===== src/rtl/nano_pkg.sv =====
// Shared definitions for the nanoRisc instruction sequencer.
package nano_pkg;

  // One state per instruction phase; HALT is terminal until reset.
  typedef enum logic [2:0] {
    IDLE      = 3'd0,
    FETCH     = 3'd1,
    DECODE    = 3'd2,
    FETCH_IMM = 3'd3,
    EXEC      = 3'd4,
    MEM_WAIT  = 3'd5,
    WB        = 3'd6,
    HALT      = 3'd7
  } state_t;

  // Default number of MEM_WAIT cycles tolerated before declaring a fault.
  localparam int MEM_TIMEOUT_DEF = 15;

  // Default width of the retired-instruction counter.
  localparam int CNT_W_DEF = 16;

endpackage


===== src/rtl/nano_sequencer.sv =====
// Multi-cycle sequencer for the nanoRisc core. Turns the control unit's level
// enables into one-cycle commit strobes so every architectural block updates
// exactly once per instruction. Strobes are registered on entry to the state
// that owns them, so each one is high for exactly the cycles spent in that state.
module nano_sequencer
  import nano_pkg::*;
#(
  parameter int MEM_TIMEOUT = MEM_TIMEOUT_DEF,
  parameter int CNT_W       = CNT_W_DEF
) (
  input  logic             clk,
  input  logic             rst,
  input  logic             run,
  input  logic             cu_two_byte,
  input  logic             cu_branch,
  input  logic             cu_halt,
  input  logic             cu_ram_r,
  input  logic             cu_ram_w,
  input  logic             cu_rb_w,
  input  logic             cu_acc_w,
  input  logic             cu_acc_rst,
  input  logic             cu_s_en,
  input  logic             mem_ready,
  output logic             ir_load,
  output logic             imm_load,
  output logic             pc_inc,
  output logic             pc_load,
  output logic             ram_re,
  output logic             ram_we,
  output logic             rb_we,
  output logic             acc_we,
  output logic             acc_clr,
  output logic             stk_step,
  output logic             busy,
  output logic             halted,
  output logic             fault,
  output logic [CNT_W-1:0] retired
);

  // Wide enough to hold the timeout value itself.
  localparam int WAIT_W = $clog2(MEM_TIMEOUT + 1);

  state_t              r_state;
  logic [WAIT_W-1:0]   r_wait_cnt;
  logic [CNT_W-1:0]    r_retired;
  logic                r_fault;
  logic                r_ir_load;
  logic                r_imm_load;
  logic                r_pc_inc;
  logic                r_pc_load;
  logic                r_ram_re;
  logic                r_ram_we;
  logic                r_rb_we;
  logic                r_acc_we;
  logic                r_acc_clr;
  logic                r_stk_step;

  logic                w_mem_op;
  logic [WAIT_W-1:0]   w_wait_next;
  logic                w_timeout;

  // Memory access request and the timeout condition for the current wait cycle.
  // The counter holds completed wait cycles, so w_wait_next numbers the
  // current one; a ready in that same cycle wins over the timeout.
  assign w_mem_op    = cu_ram_r | cu_ram_w;
  assign w_wait_next = r_wait_cnt + WAIT_W'(1);
  assign w_timeout   = (w_wait_next == WAIT_W'(MEM_TIMEOUT));

  // Instruction-phase FSM with registered strobes, wait timer and retire counter.
  always_ff @(posedge clk) begin
    if (rst) begin
      r_state    <= IDLE;
      r_wait_cnt <= '0;
      r_retired  <= '0;
      r_fault    <= 1'b0;
      r_ir_load  <= 1'b0;
      r_imm_load <= 1'b0;
      r_pc_inc   <= 1'b0;
      r_pc_load  <= 1'b0;
      r_ram_re   <= 1'b0;
      r_ram_we   <= 1'b0;
      r_rb_we    <= 1'b0;
      r_acc_we   <= 1'b0;
      r_acc_clr  <= 1'b0;
      r_stk_step <= 1'b0;
    end else begin
      // Every strobe drops unless the state being entered asks for it.
      r_ir_load  <= 1'b0;
      r_imm_load <= 1'b0;
      r_pc_inc   <= 1'b0;
      r_pc_load  <= 1'b0;
      r_ram_re   <= 1'b0;
      r_ram_we   <= 1'b0;
      r_rb_we    <= 1'b0;
      r_acc_we   <= 1'b0;
      r_acc_clr  <= 1'b0;
      r_stk_step <= 1'b0;

      case (r_state)
        IDLE: begin
          if (run) begin
            r_state   <= FETCH;
            r_ir_load <= 1'b1;
            r_pc_inc  <= 1'b1;
          end
        end

        FETCH: begin
          r_state <= DECODE;
        end

        DECODE: begin
          // Halt beats every other decode input.
          if (cu_halt) begin
            r_state <= HALT;
          end else if (cu_two_byte) begin
            r_state    <= FETCH_IMM;
            r_imm_load <= 1'b1;
            r_pc_inc   <= 1'b1;
          end else begin
            r_state  <= EXEC;
            r_ram_re <= cu_ram_r;
            r_ram_we <= cu_ram_w;
          end
        end

        FETCH_IMM: begin
          r_state  <= EXEC;
          r_ram_re <= cu_ram_r;
          r_ram_we <= cu_ram_w;
        end

        EXEC: begin
          if (w_mem_op) begin
            r_state    <= MEM_WAIT;
            r_ram_re   <= cu_ram_r;
            r_ram_we   <= cu_ram_w;
            r_wait_cnt <= '0;
          end else begin
            r_state    <= WB;
            r_rb_we    <= cu_rb_w;
            r_acc_we   <= cu_acc_w;
            r_acc_clr  <= cu_acc_rst;
            r_stk_step <= cu_s_en;
            r_pc_load  <= cu_branch;
          end
        end

        MEM_WAIT: begin
          if (mem_ready) begin
            r_state    <= WB;
            r_rb_we    <= cu_rb_w;
            r_acc_we   <= cu_acc_w;
            r_acc_clr  <= cu_acc_rst;
            r_stk_step <= cu_s_en;
            r_pc_load  <= cu_branch;
          end else if (w_timeout) begin
            // Abandon the instruction: nothing is committed.
            r_state <= HALT;
            r_fault <= 1'b1;
          end else begin
            r_ram_re   <= cu_ram_r;
            r_ram_we   <= cu_ram_w;
            r_wait_cnt <= w_wait_next;
          end
        end

        WB: begin
          r_retired <= r_retired + CNT_W'(1);
          if (run) begin
            r_state   <= FETCH;
            r_ir_load <= 1'b1;
            r_pc_inc  <= 1'b1;
          end else begin
            r_state <= IDLE;
          end
        end

        HALT: begin
          r_state <= HALT;
        end

        default: begin
          r_state <= IDLE;
        end
      endcase
    end
  end

  assign ir_load  = r_ir_load;
  assign imm_load = r_imm_load;
  assign pc_inc   = r_pc_inc;
  assign pc_load  = r_pc_load;
  assign ram_re   = r_ram_re;
  assign ram_we   = r_ram_we;
  assign rb_we    = r_rb_we;
  assign acc_we   = r_acc_we;
  assign acc_clr  = r_acc_clr;
  assign stk_step = r_stk_step;
  assign busy     = (r_state != IDLE) && (r_state != HALT);
  assign halted   = (r_state == HALT);
  assign fault    = r_fault;
  assign retired  = r_retired;

endmodule


===== config.mk =====
export PLATFORM = sky130hd
export DESIGN_NAME = nano_sequencer
export DESIGN_NICKNAME = d
export VERILOG_FILES = /design/src/rtl/nano_pkg.sv /design/src/rtl/nano_sequencer.sv
export SDC_FILE = /design/constraint.sdc
export NUM_CORES = 1
export LEC_CHECK = 0
export ABC_CLOCK_PERIOD_IN_PS = 2300
export BUFFER_PORTS_ARGS = -buffer_cell sky130_fd_sc_hd__buf_4
export CAP_MARGIN = 20
export CORE_ASPECT_RATIO = 1.5
export CORE_MARGIN = 3
export CORE_UTILIZATION = 28
export CTS_CLUSTER_DIAMETER = 30
export DETAILED_ROUTE_END_ITERATION = 7
export SYNTH_ARGS = -nofsm -noshare
export SYNTH_HDL_FRONTEND = slang
export SYNTH_SLANG_ARGS = --single-unit

===== constraint.sdc =====
create_clock -name clk -period 2.3 [get_ports clk]
set_input_delay 0.115 -clock clk [delete_from_list [all_inputs] [get_ports clk]]
set_output_delay 0.115 -clock clk [all_outputs]
set_load 0.005 [all_outputs]

==> impl_metrics.py, run 1 <==
metrics = {
    "logic_synthesis": {
        "syn_area_um2": 1550,
        "yosys.area.top_type": "dfxtp_1",
        "ys_types": 37,
        "syn_inst": 183,
        "syn_nets": 199,
        "avgSynthCellArea_um2": 8.48,
        "yosys.area.top_type_share_pct": 43.9,
        "yosys-top-cells-area": "dfxtp_1 44%, nor2_1 7.0%, xor2_1 6.8%",
        "ys_ff_latch": 34,
        "yosysSeqAreaShare_pct": 43.9,
        "ys_warn_count": 0,
    },
    "critical_path": {
        "r2r-start": "r_wait_cnt[0]",
        "path_class": "register to register",
        "cp_num_buf_inv": 1,
        "cpMaxStageDelayCell": "or4_1",
        "crit_family": "simple AND/OR/NAND/NOR gates",
        "r2r_cells": 7,
        "cpPeakStageDelay_ps": 480,
        "arrival_ps": 2190,
        "start_kind": "register",
        "rrSetupSlack_ps": 330,
        "r2r-end": "r_wait_cnt[3]",
        "crit_fanout": 9,
        "path_cells": "inv_1 > ha_1 > and4b_4 > a21oi_2 > o21ai_2 > or4_1 > a31oi_1",
        "crit_path_end_kind": "register",
        "crit_required_ps": 2520,
    },
    "placed_design": {
        "numPortBuffers": 41,
        "dp_slack_ps": 346,
        "dpl.cell_count": 287,
        "dp_hpwl_um": 2610,
        "globalplace.congestion": 0.823,
    },
    "detailed_routing": {
        "drt_iter0_markers": 53,
        "drc_errors": 0,
        "drt_wl_total_um": 3520,
        "ant_nets": 0,
        "drtPass1Iterations": 5,
        "vias": 1417,
        "viasPerCell": 4.80,
        "avgRoutedWirePerCell_um": 11.9,
    },
    "worst_hold_path": {
        "hp-start": "cu_rb_w",
        "hold_depth": 2,
        "hold_class": "input pin to register",
        "whs_endpoint": "rb_we",
    },
    "pwr": {
        "power_density_nw_per_um2": 661,
        "ir_drop_mv": 0.217,
        "finalPower_mw": 1.35,
        "power.leakage_nw": 0.841,
    },
    "sta": {
        "tns_ps": 0,
        "setup_viol": 0,
        "relSlewSlack_pct": 69.2,
        "tightest_slew_ps": 458,
        "fin_ws_ps": 331,
        "fmax_mhz": 508,
        "finalHoldViolations": 0,
        "fin_crit_sh_pct": 85.6,
        "slew_violations": 0,
        "fin_crit_ps": 1970,
        "finClkSkew_ps": 7.63,
        "rsz0062_at_grt": "false",
    },
    "floorplan": {
        "core_area_um2": 5250,
        "die_h_um": 97.2,
        "ios": 42,
        "die_area_um2": 6490,
        "core.rowCount": 32,
        "die_w_um": 66.8,
        "start_util_pct": 29.6,
    },
    "clock_network": {
        "cts_resized": 0,
        "clock-root-buffer": "clkbuf_8",
        "clkLatencyLatePin_ps": 280,
        "path_clk_slew_ps": 70,
        "cts_sinks": 34,
        "clockBufferDepth": 2,
        "hold_buffers": 0,
        "cts_tree": "built",
        "htreeDepth": 2,
        "numCtsBuffers": 5,
        "cts_setup_buffers": 0,
    },
    "layout": {
        "syn_to_final_growth_pct": 31.6,
        "nets": 242,
        "drive_gt1_share_pct": 26.0,
        "diodes": 0,
        "stdcell_count": 295,
    },
    "global_route": {
        "use_met2_pct": 19.2,
        "grt_start_max_net_pins": 29,
        "grt_pass1_vias": 1321,
        "grt_first_pass_wirelength_um": 6180,
        "top_usage_layer": "met2",
        "met1_usage_pct": 14.8,
        "antenna_found_initial": 0,
        "grt_overflow_total": 0,
        "track_usage_pct": 12.1,
        "met3_usage_pct": 2.55,
    },
    "flow_run": {
        "maxCapViolations": 0,
    },
    "run_status": {
        "status": "finished clean",
    },
}
==> power breakdown <==
| part | leakage [nW] | total, mW | internal (mW) | switching, mW |
|---|---|---|---|---|
| clock | 0.0579 | 0.535 | 0.319 | 0.216 |
| sequential | 0.275 | 0.646 | 0.610 | 0.0359 |
| combinational | 0.508 | 0.168 | 0.0836 | 0.0843 |
| total | 0.841 | 1.35 | 1.01 | 0.337 |
==> worst max path at each step <==
stage / slack, ps / to / from / depth (start not counted)
3_3_place_gp: 410 / r_wait_cnt[3] / r_wait_cnt[0] / 7
6_report: 330 / r_wait_cnt[3] / r_wait_cnt[0] / 7
3_5_place_dp: 350 / r_wait_cnt[3] / r_wait_cnt[0] / 7
4_1_cts: 330 / r_wait_cnt[3] / r_wait_cnt[0] / 7
2_1_floorplan: 500 / r_wait_cnt[3] / r_wait_cnt[0] / 7
5_1_grt: 190 / r_wait_cnt[3] / r_wait_cnt[0] / 7
==> area by class of cell <==
cell class              instances  area, µm²
repair buffers                 43        323
clock inverters                 3       40.0
well taps                      68       85.1
multi-input cells             140        837
clock buffers                   5       68.8
fillers                       553       3200
inverters                       2       7.51
flip-flops and latches         34        681
==> metal layers <==
| metal | routed length [µm] | part of all wire (%) |
|---|---|---|
| met2 | 1780 | 51 |
| met1 | 1460 | 42 |
| met4 | 111 | 3.2 |
| met3 | 161 | 4.6 |
| met5 | 0 | 0 |
==> kinds of logic after synthesis <==
family / Yosys count / synth area share, %
flops: 34 / 43.9
xor+xnor: 15 / 8.47
mux: 1 / 0.645
compound gates: 27 / 11.4
buf+inv: 9 / 2.18
fa+ha+maj: 3 / 2.42
simple gates: 94 / 31.0
==> sequential cells by signal (all words and copies together) (netlist names) <==
register	cells
fault	1
imm_load	1
retired	16
pc_inc	1
ram_re	1
acc_clr	1
pc_load	1
r_state	3
r_wait_cnt	4
ir_load	1
ram_we	1
rb_we	1
stk_step	1
acc_we	1
==> synth_stat cells <==
library cell,instances
a221oi_1,1
nand2b_1,3
a21oi_1,8
a2bb2oi_1,1
o211ai_1,2
nand3_1,7
or2b_2,1
or3_1,1
nor2b_1,6
xnor2_1,3
nand3b_1,1
nand2_1,15
o21ai_0,6
clkbuf_1,6
and2_1,6
inv_1,2
a211oi_1,2
nor3_1,6
a31oi_1,2
and4b_4,1
dfxtp_1,34
nor4_1,1
nor2_1,29
or3_2,1
or2_2,2
nand4_1,5
o221ai_1,1
ha_1,3
buf_1,1
and3_1,5
o21ai_2,1
xor2_1,12
or4_1,2
a21oi_2,2
a2111o_1,1
and3b_1,2
mux2i_1,1
==> metrics by stage <==
step,hold slack [ps],utilization (%),cell area [µm²]
2_1_floorplan,237,-,1550
3_3_place_gp,318,36.9,1930
3_5_place_dp,321,36.9,1930
4_1_cts,20.4,38.9,2040
5_1_grt,23.9,38.9,2040
6_report,30.9,38.9,2040
==> cell usage in the layout (no fill, tap or decap), types with 7 or more instances in the layout <==
cell type	count
a21oi_1	8
buf_4	43
dfxtp_1	34
nand2_1	15
nand3_1	7
nor2_1	29
xor2_1	12
Note: power is estimated with default switching activity, not from simulation.
==> inputs of run 2 (changes only) <==
REMOVE_ABC_BUFFERS = 1   (was default)
==> run 2 against run 1 <==
Final area is 0.31% lower. Fmax is 0.62% higher. Sequential power is 0.9% lower. Count of clock-buffer cells in the layout is 1 higher. Register-to-register slack hardly changed. Clock skew is 2.0 ps lower. Largest cell class unchanged. Highest routed layer unchanged.
==> impl_metrics.py, run 2 (synthesized netlist as in run 1, its figures left out) <==
metrics = {
    "sta": {
        "finClkSkew_ps": 5.63,
        "tns_ps": 0,
        "finalHoldViolations": 0,
        "relSlewSlack_pct": 67.6,
        "rsz0062_at_grt": "false",
        "fin_crit_ps": 1960,
        "slew_violations": 0,
        "setup_viol": 0,
        "fmax_mhz": 511,
        "timing.hold.ws_ps": 22.8,
        "fin_ws_ps": 343,
        "fin_crit_sh_pct": 85.1,
        "tightest_slew_ps": 486,
    },
    "critical_path": {
        "cp.depth": 7,
        "start_kind": "register",
        "crit_fanout": 9,
        "path_cells": "inv_1 > ha_1 > and4b_4 > a21oi_2 > o21ai_2 > or4_1 > a31oi_1",
        "cpPeakStageDelay_ps": 480,
        "crit_family": "simple AND/OR/NAND/NOR gates",
        "rrSetupSlack_ps": 340,
        "cpMaxStageDelayCell": "or4_1",
        "path_class": "register to register",
        "crit_path_end_kind": "register",
        "r2r_cells": 7,
        "cp_num_buf_inv": 1,
        "arrival_ps": 2180,
        "r2r-start": "r_wait_cnt[0]",
        "crit_required_ps": 2520,
        "r2r-end": "r_wait_cnt[3]",
    },
    "layout": {
        "drive_gt1_share_pct": 26.3,
        "final_common_cell": "buf_4",
        "diodes": 0,
        "nets": 243,
        "syn_to_final_growth_pct": 31.2,
        "largest_reg_flops": 16,
        "final_cell_mix": "44 x buf_4, 34 x dfxtp_1, 29 x nor2_1",
        "fillCellCount": 556,
    },
    "pwr": {
        "finalPower_mw": 1.29,
        "power_density_nw_per_um2": 636,
        "combPwrFrac_pct": 14.2,
        "intPower_mw": 0.939,
        "power_frac_clock_pct": 36.3,
        "pwr-share-seq_pct": 49.4,
        "switching_share_pct": 27.5,
        "power.leakage_nw": 0.835,
        "switchingPower_mw": 0.356,
        "ir_drop_mv": 0.306,
    },
    "floorplan": {
        "ios": 42,
        "start_util_pct": 29.6,
        "die_h_um": 97.2,
        "core.rowCount": 32,
        "die_w_um": 66.8,
        "die_area_um2": 6490,
        "core_area_um2": 5250,
    },
    "detailed_routing": {
        "avgRoutedWirePerCell_um": 12.1,
        "vias": 1412,
        "viasPerCell": 4.77,
        "drt_iter0_markers": 60,
        "drc_errors": 0,
        "drt_wl_total_um": 3590,
        "drtPass1Iterations": 4,
        "ant_nets": 0,
    },
    "placed_design": {
        "numPortBuffers": 41,
        "dp_hpwl_um": 2580,
        "globalplace.congestion": 0.803,
        "dp_slack_ps": 357,
    },
    "flow_run": {
        "maxCapViolations": 0,
    },
    "clock_network": {
        "cts_setup_buffers": 0,
        "numCtsBuffers": 5,
        "path_clk_slew_ps": 70,
        "clock-root-buffer": "clkbuf_8",
        "cts_tree": "built",
        "hold_buffers": 0,
        "clkLatencyLatePin_ps": 290,
        "cts_sinks": 34,
        "clockBufferDepth": 2,
        "htreeDepth": 2,
        "cts_resized": 0,
    },
    "worst_hold_path": {
        "hold_depth": 2,
        "whs_endpoint": "stk_step",
        "hold_class": "input pin to register",
        "hp-start": "cu_s_en",
    },
    "global_route": {
        "grt_pass1_vias": 1333,
        "grt_start_max_net_pins": 29,
        "grt_overflow_total": 0,
        "grt_first_pass_wirelength_um": 6100,
        "track_usage_pct": 12.0,
        "antenna_found_initial": 0,
    },
    "run_status": {
        "status": "finished clean",
    },
}
-- run 2: metal layers --
layer | global-route usage, % | routed length, µm | vias to the layer above
met5 | 0 | 0 | -
met4 | 5.01 | 59 | 0
met3 | 3.70 | 177 | 6
met2 | 20.0 | 1830 | 35
met1 | 13.9 | 1520 | 655
li1 | - | - | 716
-- run 2: final cells by class --
cell class / count / area [µm²] / share of cell area [%]
sequential: 34 / 681 / 33.4
inverter: 2 / 7.51 / 0.369
clock inverter: 2 / 12.5 / 0.615
tap: 68 / 85.1 / 4.18
clock buffer: 6 / 82.6 / 4.06
timing repair buffer: 44 / 330 / 16.2
multi-input combinational: 140 / 837 / 41.1
-- run 2: worst max path at each step --
stage,from,endpoint
5_1_grt,r_wait_cnt[0],r_wait_cnt[3]
2_1_floorplan,r_wait_cnt[0],r_wait_cnt[3]
6_report,r_wait_cnt[0],r_wait_cnt[3]
3_3_place_gp,r_wait_cnt[0],r_wait_cnt[3]
4_1_cts,r_wait_cnt[0],r_wait_cnt[3]
3_5_place_dp,r_wait_cnt[0],r_wait_cnt[3]
-- run 2: power groups by stage --
| stage | clock (mW) | sequential [mW] | combinational [mW] |
|---|---|---|---|
| global route | 0.510 | 0.645 | 0.207 |
| CTS | 0.487 | 0.640 | 0.185 |
| finish | 0.470 | 0.640 | 0.184 |
| floorplan | 0 | 0.651 | 0.0972 |
| detailed placement | 0 | 0.653 | 0.185 |
| global placement | 0 | 0.652 | 0.183 |
-- run 2: stage by stage --
step | std cells | util, % | area (µm²)
detailed placement | 288 | 37.0 | 1940
global route | 296 | 38.8 | 2040
finish | 296 | 38.8 | 2040
global placement | 288 | 37.0 | 1940
floorplan | 176 | - | 1530
CTS | 296 | 38.8 | 2040
